[config.mk]
export PLATFORM = sky130hd
export DESIGN_NAME = sti_dac_banked
export DESIGN_NICKNAME = d
export VERILOG_FILES = /design/src/rtl/sti_dac_banked.sv
export SDC_FILE = /design/constraint.sdc
export NUM_CORES = 1
export LEC_CHECK = 0
export CORE_MARGIN = 2
export CORE_UTILIZATION = 50
export DETAILED_ROUTE_END_ITERATION = 6
export PLACE_DENSITY = 0.75
export SYNTH_ARGS = -nofsm -noshare
export SYNTH_HDL_FRONTEND = slang
export SYNTH_SLANG_ARGS = --single-unit
[constraint.sdc]
create_clock -name clk -period 2.1 [get_ports clk]
set_clock_uncertainty 0.1 [all_clocks]
set_input_delay 0.315 -clock clk [delete_from_list [all_inputs] [get_ports clk]]
set_output_delay 0.315 -clock clk [all_outputs]
set_load 0.02 [all_outputs]
[src/rtl/sti_dac_banked.sv]
`default_nettype none
// ============================================================================
// Module : sti_dac_banked
// Serialises parallel words into length-selectable frames and reassembles the
// bit stream into pixels written across odd/even banked DAC memories.
// Rev    : 1.0
// ============================================================================
module sti_dac_banked #(
  parameter  int DATA_W  = 16,
  parameter  int LEN_W   = 2,
  parameter  int PIX_W   = 8,
  parameter  int BANKS   = 4,
  parameter  int DEPTH   = 32,
  parameter  int ROW_PIX = 8,
  localparam int ADDR_W  = $clog2(DEPTH)
) (
  input  logic              clk,
  input  logic              reset,
  input  logic              load,
  input  logic [DATA_W-1:0] pi_data,
  input  logic [LEN_W-1:0]  pi_length,
  input  logic              pi_fill,
  input  logic              pi_msb,
  input  logic              pi_low,
  input  logic              pi_end,
  input  logic              pi_mode,
  output logic              pi_ready,
  output logic              so_data,
  output logic              so_valid,
  output logic [PIX_W-1:0]  oem_dataout,
  output logic [ADDR_W-1:0] oem_addr,
  output logic [BANKS-1:0]  odd_wr,
  output logic [BANKS-1:0]  even_wr,
  output logic              oem_finish
);
  localparam int FRAME_W = 8 << LEN_W;
  localparam int CNT_W   = $clog2(FRAME_W + 1);
  localparam int SLOTS   = 2 * BANKS * DEPTH;
  localparam int P_W     = $clog2(SLOTS);
  localparam int PC_W    = $clog2(PIX_W + 1);
  localparam int ROW_LOG = $clog2(ROW_PIX);

  localparam logic [CNT_W-1:0] C_DATA_W   = CNT_W'(DATA_W);
  localparam logic [CNT_W-1:0] C_FRAME_W  = CNT_W'(FRAME_W);
  localparam logic [PC_W-1:0]  C_PIX_W    = PC_W'(PIX_W);
  localparam logic [PC_W-1:0]  C_PIX_LAST = PC_W'(PIX_W - 1);
  localparam logic [P_W-1:0]   C_P_LAST   = P_W'(SLOTS - 1);

  typedef enum logic [1:0] {IDLE, SHIFT, FLUSH, DONE} state_t;

  state_t              r_state, w_state_nxt;
  logic [FRAME_W-1:0]  r_shreg;
  logic [CNT_W-1:0]    r_cnt;
  logic                r_msb, r_end, r_mode;
  logic [PIX_W-1:0]    r_pix;
  logic [PC_W-1:0]     r_pcnt;
  logic [P_W-1:0]      r_p;
  logic [PIX_W-1:0]    r_dout;
  logic [ADDR_W-1:0]   r_addr;
  logic [BANKS-1:0]    r_odd_wr, r_even_wr;

  logic [CNT_W-1:0]    w_len;
  logic [FRAME_W-1:0]  w_data_ext, w_mask, w_frame, w_shreg;
  logic                w_bit, w_pix_done, w_capture, w_wr, w_parity;
  logic [PIX_W-1:0]    w_pix_full, w_pix_pad, w_wr_pix;
  logic [P_W-1:0]      w_idx;
  logic [BANKS-1:0]    w_strobe;

  // Frame is pre-aligned so SHIFT always pops from one fixed end of r_shreg.
  always_comb begin
    w_len      = CNT_W'({({1'b0, pi_length} + 1'b1), 3'b000});
    w_data_ext = FRAME_W'(pi_data);
    w_mask     = ~({FRAME_W{1'b1}} << w_len);
    if (w_len > C_DATA_W)
      w_frame = pi_fill ? (w_data_ext << (w_len - C_DATA_W)) : w_data_ext;
    else if (w_len < C_DATA_W)
      w_frame = pi_low ? (w_data_ext & w_mask) : (w_data_ext >> (C_DATA_W - w_len));
    else
      w_frame = w_data_ext;
    w_shreg = pi_msb ? (w_frame << (C_FRAME_W - w_len)) : w_frame;
  end

  assign w_bit      = r_msb ? r_shreg[FRAME_W-1] : r_shreg[0];
  assign w_pix_full = (r_pix << 1) | PIX_W'(w_bit);
  assign w_pix_pad  = r_pix << (C_PIX_W - r_pcnt);
  assign w_pix_done = (r_pcnt == C_PIX_LAST);
  assign w_idx      = r_p >> 1;
  assign w_strobe   = BANKS'(1) << (w_idx >> ADDR_W);
  assign w_parity   = r_p[0] ^ (r_mode & r_p[ROW_LOG]);

  always_ff @(posedge clk or negedge reset) begin
    if (!reset) r_state <= IDLE;
    else        r_state <= w_state_nxt;
  end

  always_comb begin
    w_state_nxt = r_state;
    w_capture   = 1'b0;
    w_wr        = 1'b0;
    w_wr_pix    = w_pix_full;
    pi_ready    = 1'b0;
    so_valid    = 1'b0;
    oem_finish  = 1'b0;
    case (r_state)
      IDLE: begin
        pi_ready = 1'b1;
        if (load) begin
          w_capture   = 1'b1;
          w_state_nxt = SHIFT;
        end
      end
      SHIFT: begin
        so_valid = 1'b1;
        w_wr     = w_pix_done;
        if (r_cnt == CNT_W'(1))
          w_state_nxt = r_end ? FLUSH : IDLE;
      end
      FLUSH: begin
        if (r_pcnt != '0) begin
          w_wr     = 1'b1;
          w_wr_pix = w_pix_pad;
        end else if (r_p != '0) begin
          w_wr     = 1'b1;
          w_wr_pix = '0;
        end else begin
          w_state_nxt = DONE;
        end
      end
      DONE: begin
        oem_finish  = 1'b1;
        w_state_nxt = IDLE;
      end
      default: w_state_nxt = IDLE;
    endcase
  end

  assign so_data = so_valid & w_bit;

  always_ff @(posedge clk or negedge reset) begin
    if (!reset) begin
      r_shreg   <= '0;
      r_cnt     <= '0;
      r_msb     <= 1'b0;
      r_end     <= 1'b0;
      r_mode    <= 1'b0;
      r_pix     <= '0;
      r_pcnt    <= '0;
      r_p       <= '0;
      r_dout    <= '0;
      r_addr    <= '0;
      r_odd_wr  <= '0;
      r_even_wr <= '0;
    end else begin
      r_odd_wr  <= '0;
      r_even_wr <= '0;
      if (w_capture) begin
        r_shreg <= w_shreg;
        r_cnt   <= w_len;
        r_msb   <= pi_msb;
        r_end   <= pi_end;
        r_mode  <= pi_mode;
      end
      if (r_state == SHIFT) begin
        r_shreg <= r_msb ? (r_shreg << 1) : (r_shreg >> 1);
        r_cnt   <= r_cnt - CNT_W'(1);
        if (w_pix_done) begin
          r_pix  <= '0;
          r_pcnt <= '0;
        end else begin
          r_pix  <= w_pix_full;
          r_pcnt <= r_pcnt + PC_W'(1);
        end
      end
      if (r_state == FLUSH) begin
        r_pix  <= '0;
        r_pcnt <= '0;
      end
      if (w_wr) begin
        if (w_parity) r_even_wr <= w_strobe;
        else          r_odd_wr  <= w_strobe;
        r_dout <= w_wr_pix;
        r_addr <= w_idx[ADDR_W-1:0];
        r_p    <= (r_p == C_P_LAST) ? '0 : r_p + P_W'(1);
      end
      if (r_state == DONE) begin
        r_p    <= '0;
        r_pix  <= '0;
        r_pcnt <= '0;
      end
    end
  end

  assign oem_dataout = r_dout;
  assign oem_addr    = r_addr;
  assign odd_wr      = r_odd_wr;
  assign even_wr     = r_even_wr;

endmodule
`default_nettype wire

-- Word-level counts from Yosys, hierarchy flattened
Index checks and enable logic that the tools add are counted.
- add/subtract/negate cells: 8
- eq/ne operators: 10
- bitwise logic cells: 6
- mux-type cells: 43
- $lt $le $gt $ge: 2
- reductions and logical operators: 7
- div/mod/pow operators: 0
- shifts and indexed selects: 6
- $mul: 0
- operators by type and width (kind ; count):
    $mux W32 ; 8
    $mux W8 ; 10
    $and A16 B32 Y32 ; 1
    $mux W4 ; 8
    $not A32 Y32 ; 1
    $shl A16 B6 Y32 ; 1
    $shl A32 B6 Y32 ; 1
    $shl A32 B6 Y32 const A ; 1
    $shr A16 B6 Y32 ; 1
    $mux W6 ; 2
    $mux W2 ; 5
    $add A8 B1 Y8 const B ; 1
    $eq A8 B8 Y1 const B ; 1
    $mux W1 ; 8
    $ne A2 B2 Y1 const B ; 4
    $or A8 B1 Y8 ; 1
    $pmux W2 S4 ; 1
    $reduce_bool A8 Y1 ; 1
    $shl A8 B4 Y8 ; 1
    $eq A6 B1 Y1 const B ; 1
    $gt A6 B5 Y1 const B ; 1
    $lt A6 B5 Y1 const B ; 1
    $sub A5 B6 Y6 const A ; 1
    $sub A6 B1 Y6 const B ; 1
    other kinds (17) ; 20
- memories kept: 0
- register bits after elaboration: 84
- memory bits (read-only): 0
- memory bits (writable): 0
- input bits: 26
- logic and storage cells: 95
- output and inout port bits: 25
- bits in latches: 0

-- Longest topological paths before layout
- word-level depth: 11
- mapped depth: 11
- depth with buffers taken out: 8

-- Worst setup path before layout
Ideal clock, no wire load.
- path kind: in2reg
- start point: in pi_length[0]
- end point: reg r_shreg[25]
- data arrival time: 2419 ps
- path buffers: 4
- cell stages on the path: 11
- required time: 1913 ps
- library setup time: 87 ps
- setup slack: -506 ps
- cells stage by stage: buf_2 > buf_2 > inv_1 > ha_1 > buf_6 > nor4b_4 > buf_6 > nand3_1 > a2111oi_0 > o221ai_1 > o211ai_1
- cells in the longest elaborated chain, start to end: 11
- elaborated cells on any way between the ends: 19
- classes of those cells: 4 x add/sub; 2 x order compare; 4 x shift; 7 x mux; 2 x bitwise
- ends and longest elaborated chain (what ; RTL line ; RTL):
    start: declaration ; 21 ; input logic [LEN_W-1:0] pi_length,
    $add A2 B1 Y3 * ; 71 ; w_len = CNT_W'({({1'b0, pi_length} + 1'b1), 3'b000});
    parallel branches: the longest is 7 deep, another holds $sub A5 B6 Y6 ; -- ;
    $mux W32 * ; 80 ; w_shreg = pi_msb ? (w_frame << (C_FRAME_W - w_len)) : w_frame;
    $mux W32 * ; 156 ; if (w_capture) begin
    $mux W32 * ; 163 ; if (r_state == SHIFT) begin
    end signal: assignment ; 157 ; r_shreg <= w_shreg;
    end signal: assignment ; 164 ; r_shreg <= r_msb ? (r_shreg << 1) : (r_shreg >> 1);
    end: declaration ; 52 ; logic [FRAME_W-1:0] r_shreg;
Every way passes the cells marked *. The select of a mux whose other input is x is not followed.
A chain may end at the register's enable or synchronous reset.

==> reports/metrics.cfg <==
[critical_path]
slowest_delay_ns=0.40
worstPathRequired_ns=1.68
end_kind=output pin
worstPathMaxFanout=27
r2r_cells=8
path_buf_inv=3
crit_chain=inv_1 -> ha_2 -> buf_12 -> clkdlybuf4s15_1
critPathSlowestCell=dfrtp_1
critPathLaunchType=flip-flop
worstSetupPathType=flip-flop to output pin
r2r-end=r_p[5]
r2r_setup_slack_ns=0.07
reg2reg_from=r_pcnt[0]
crit_arrival_ns=1.66
crit_end=so_valid
cpLargestDelayFamily=buffers and inverters
critical_path_depth=4

[yosys]
synth-warning-count=0
ys_async_sr_fraction_pct=100.0
synth_top_area_cell=dfrtp_1
synth_top_area_share_pct=34.83
syn_inst=684
synth_edf_count=0
avgSynthCellArea_um2=8.822
synth_seq_cells=84
ys_top_cells_by_area=dfrtp_1 (35%), mux2i_1 (7.6%), nand2_1 (4.6%)
syn_area_um2=6035
dominantRegCellSynth=dfrtp_1
synth.distinct_cells=77
ys_seq_area_share_pct=34.83
syn_nets=728

[final_layout]
fin_util_pct=69.63
layout.nets=880
fin_area_um2=8294
drive_gt1_share_pct=27.50
area_growth_pct=37.45
final_common_cell=buf_4
layout_common_cells=buf_4 (131), dfrtp_1 (83), nand2_1 (74)
instances_no_fill=987
diodes=0

[route]
wirelength_um=19330
vias_per_cell=6.384
dr.first_iter.drc_count=714
ant_nets=0
vias=6301
drt_drc_violations_left=0
drt_pass1_iterations=6
wl_per_cell_um=19.59

[cts]
numCtsBuffers=9
cts_sinks=84
clockRootBuffer=clkbuf_16
cts_tree=built
clk_pin_slew_ns=0.06
htreeDepth=3
clk_latency_ns=0.34
clk_path_buf_depth=2

[placement]
io_buffers=50
place.gp.congestion=1.019
placed_cells=962
dpl.hpwl_um=14490
dpl_cell_area_um2=7687

[global_routing]
grt_pass1_wl_um=31480
grt_pass1_vias=6277
antenna_found_initial=0
grt-ovfl-total=0
grt_max_degree=37
grt_use_total_pct=30.38

[timing]
min_period_ns=2.071
setup_viol=0
drv_slew=0
post-route-period-util_pct=98.62
finalSetupTns_ns=0
rsz0062_at_grt=yes
tightest_slew_ns=0.5017
max_freq_mhz=482.9
hold_violations=0
slew_headroom_pct=66.55

[hold_path]
hold_path.class=flip-flop to flip-flop

[status]
status=finished, final reports clean

[power]
p_per_area_nw_per_um2=1229
cellLeakagePower_nw=3.579
totalPowerFinal_mw=10.20
peakVddDrop_v=0.0006622

[floorplanning]
core-area_um2=11910
die_h_um=113.9
die_area_um2=12960
ios=51
die_x_um=113.9
initial_utilization_pct=50.66
row_count=40

[job]
drv_cap=0

==> per-stage QoR <==
| step | hold slack, ns | worst slack, ns |
|---|---|---|
| 3_5_place_dp | 0.2162 | -0.8293 |
| 6_report | 0.3824 | 0.02907 |
| 5_1_grt | 0.3984 | -0.02296 |
| 3_3_place_gp | 0.2092 | -0.7408 |
| 4_1_cts | 0.3839 | -0.01389 |
| 2_1_floorplan | -0.08059 | -0.1234 |
==> worst min-delay path by stage <==
stage	start	to	slack, ns	cells past startpoint
after detailed placement	reset	even_wr[3]	0.22	1
after CTS	oem_addr[4]	oem_addr[4]	0.38	2
after floorplan	reset	asynchronous set/reset pin	-0.08	0
after global placement	reset	even_wr[3]	0.21	1
after global routing	oem_dataout[3]	oem_dataout[3]	0.40	1
final	oem_dataout[0]	oem_dataout[0]	0.38	2
==> state kept, by name (all words and copies together) (netlist names), named ones only <==
register     count
r_shreg         32
oem_dataout      8
r_p              8
r_pix            8
r_cnt            6
oem_addr         5
even_wr          4
odd_wr           4
r_pcnt           4
r_end            1
r_mode           1
r_msb            1
r_state          1
==> where the power goes <==
group	total (mW)	switching, mW	internal [mW]
clock	1.47	0.611	0.856
combinational	5.82	3.13	2.69
sequential	2.91	0.661	2.25
total	10.2	4.41	5.79
==> cell usage after synthesis, types with 7 or more instances <==
master,count
dfrtp_1,84
o21ai_1,26
a221oi_1,16
a32o_1,9
clkbuf_1,28
inv_1,20
nand2_1,74
buf_2,14
a22o_1,12
a2bb2oi_1,7
nor2_1,33
a22oi_1,9
nor2b_1,10
o21ai_0,28
o211ai_1,11
mux2i_1,46
a211oi_1,9
a31oi_1,17
a21oi_1,34
o21a_1,8
nor3_1,25
ha_1,18
nand3_1,22
==> layer usage <==
layer / vias up / GRT usage [%] / wire, um
li1: 2892 / - / -
met3: 65 / 3.560 / 1076
met5: - / 0 / 0
met2: 321 / 52.93 / 9583
met4: 0 / 16.83 / 879
met1: 3023 / 36.63 / 7792
==> cell type report <==
cell class                      instances  area, um2
Timing Repair Buffer                  192       1665
Multi-Input combinational cell        528       3985
Sequential cell                        84       2103
Clock inverter                          2      10.01
Fill cell                             919       3617
Inverter                               21      86.33
Clock buffer                           13      260.3
Tap cell                              147      183.9
==> what timing repair did <==
| item | CTS | global route |
|---|---|---|
| gates cloned | 1 | 0 |
| resized for setup | 29 | 37 |
| hold buffers | 1 | 0 |
| endpoints found under the hold margin | 34 | 0 |
| pin swaps | 11 | 15 |
| buffers inserted | 6 | 2 |
| setup endpoints to repair | 41 | 46 |
==> tightest hold or removal path, cell delays in order (launching register included) <==
cell	delay, ns
dfrtp_1	0.34
nand2_1	0.05
o21ai_1	0.06
==> cells by family after synthesis <==
family / after synthesis / synth area share [%]
AOI/OAI and AO/OA: 238 / 27.85
xor gates and xnor gates: 9 / 1.431
adders and majority gates: 18 / 3.732
buffers and inverters: 72 / 5.266
DFF: 84 / 34.83
muxes: 53 / 9.123
and+or+nand+nor: 210 / 17.77
Note: power is estimated with default switching activity, not from simulation.
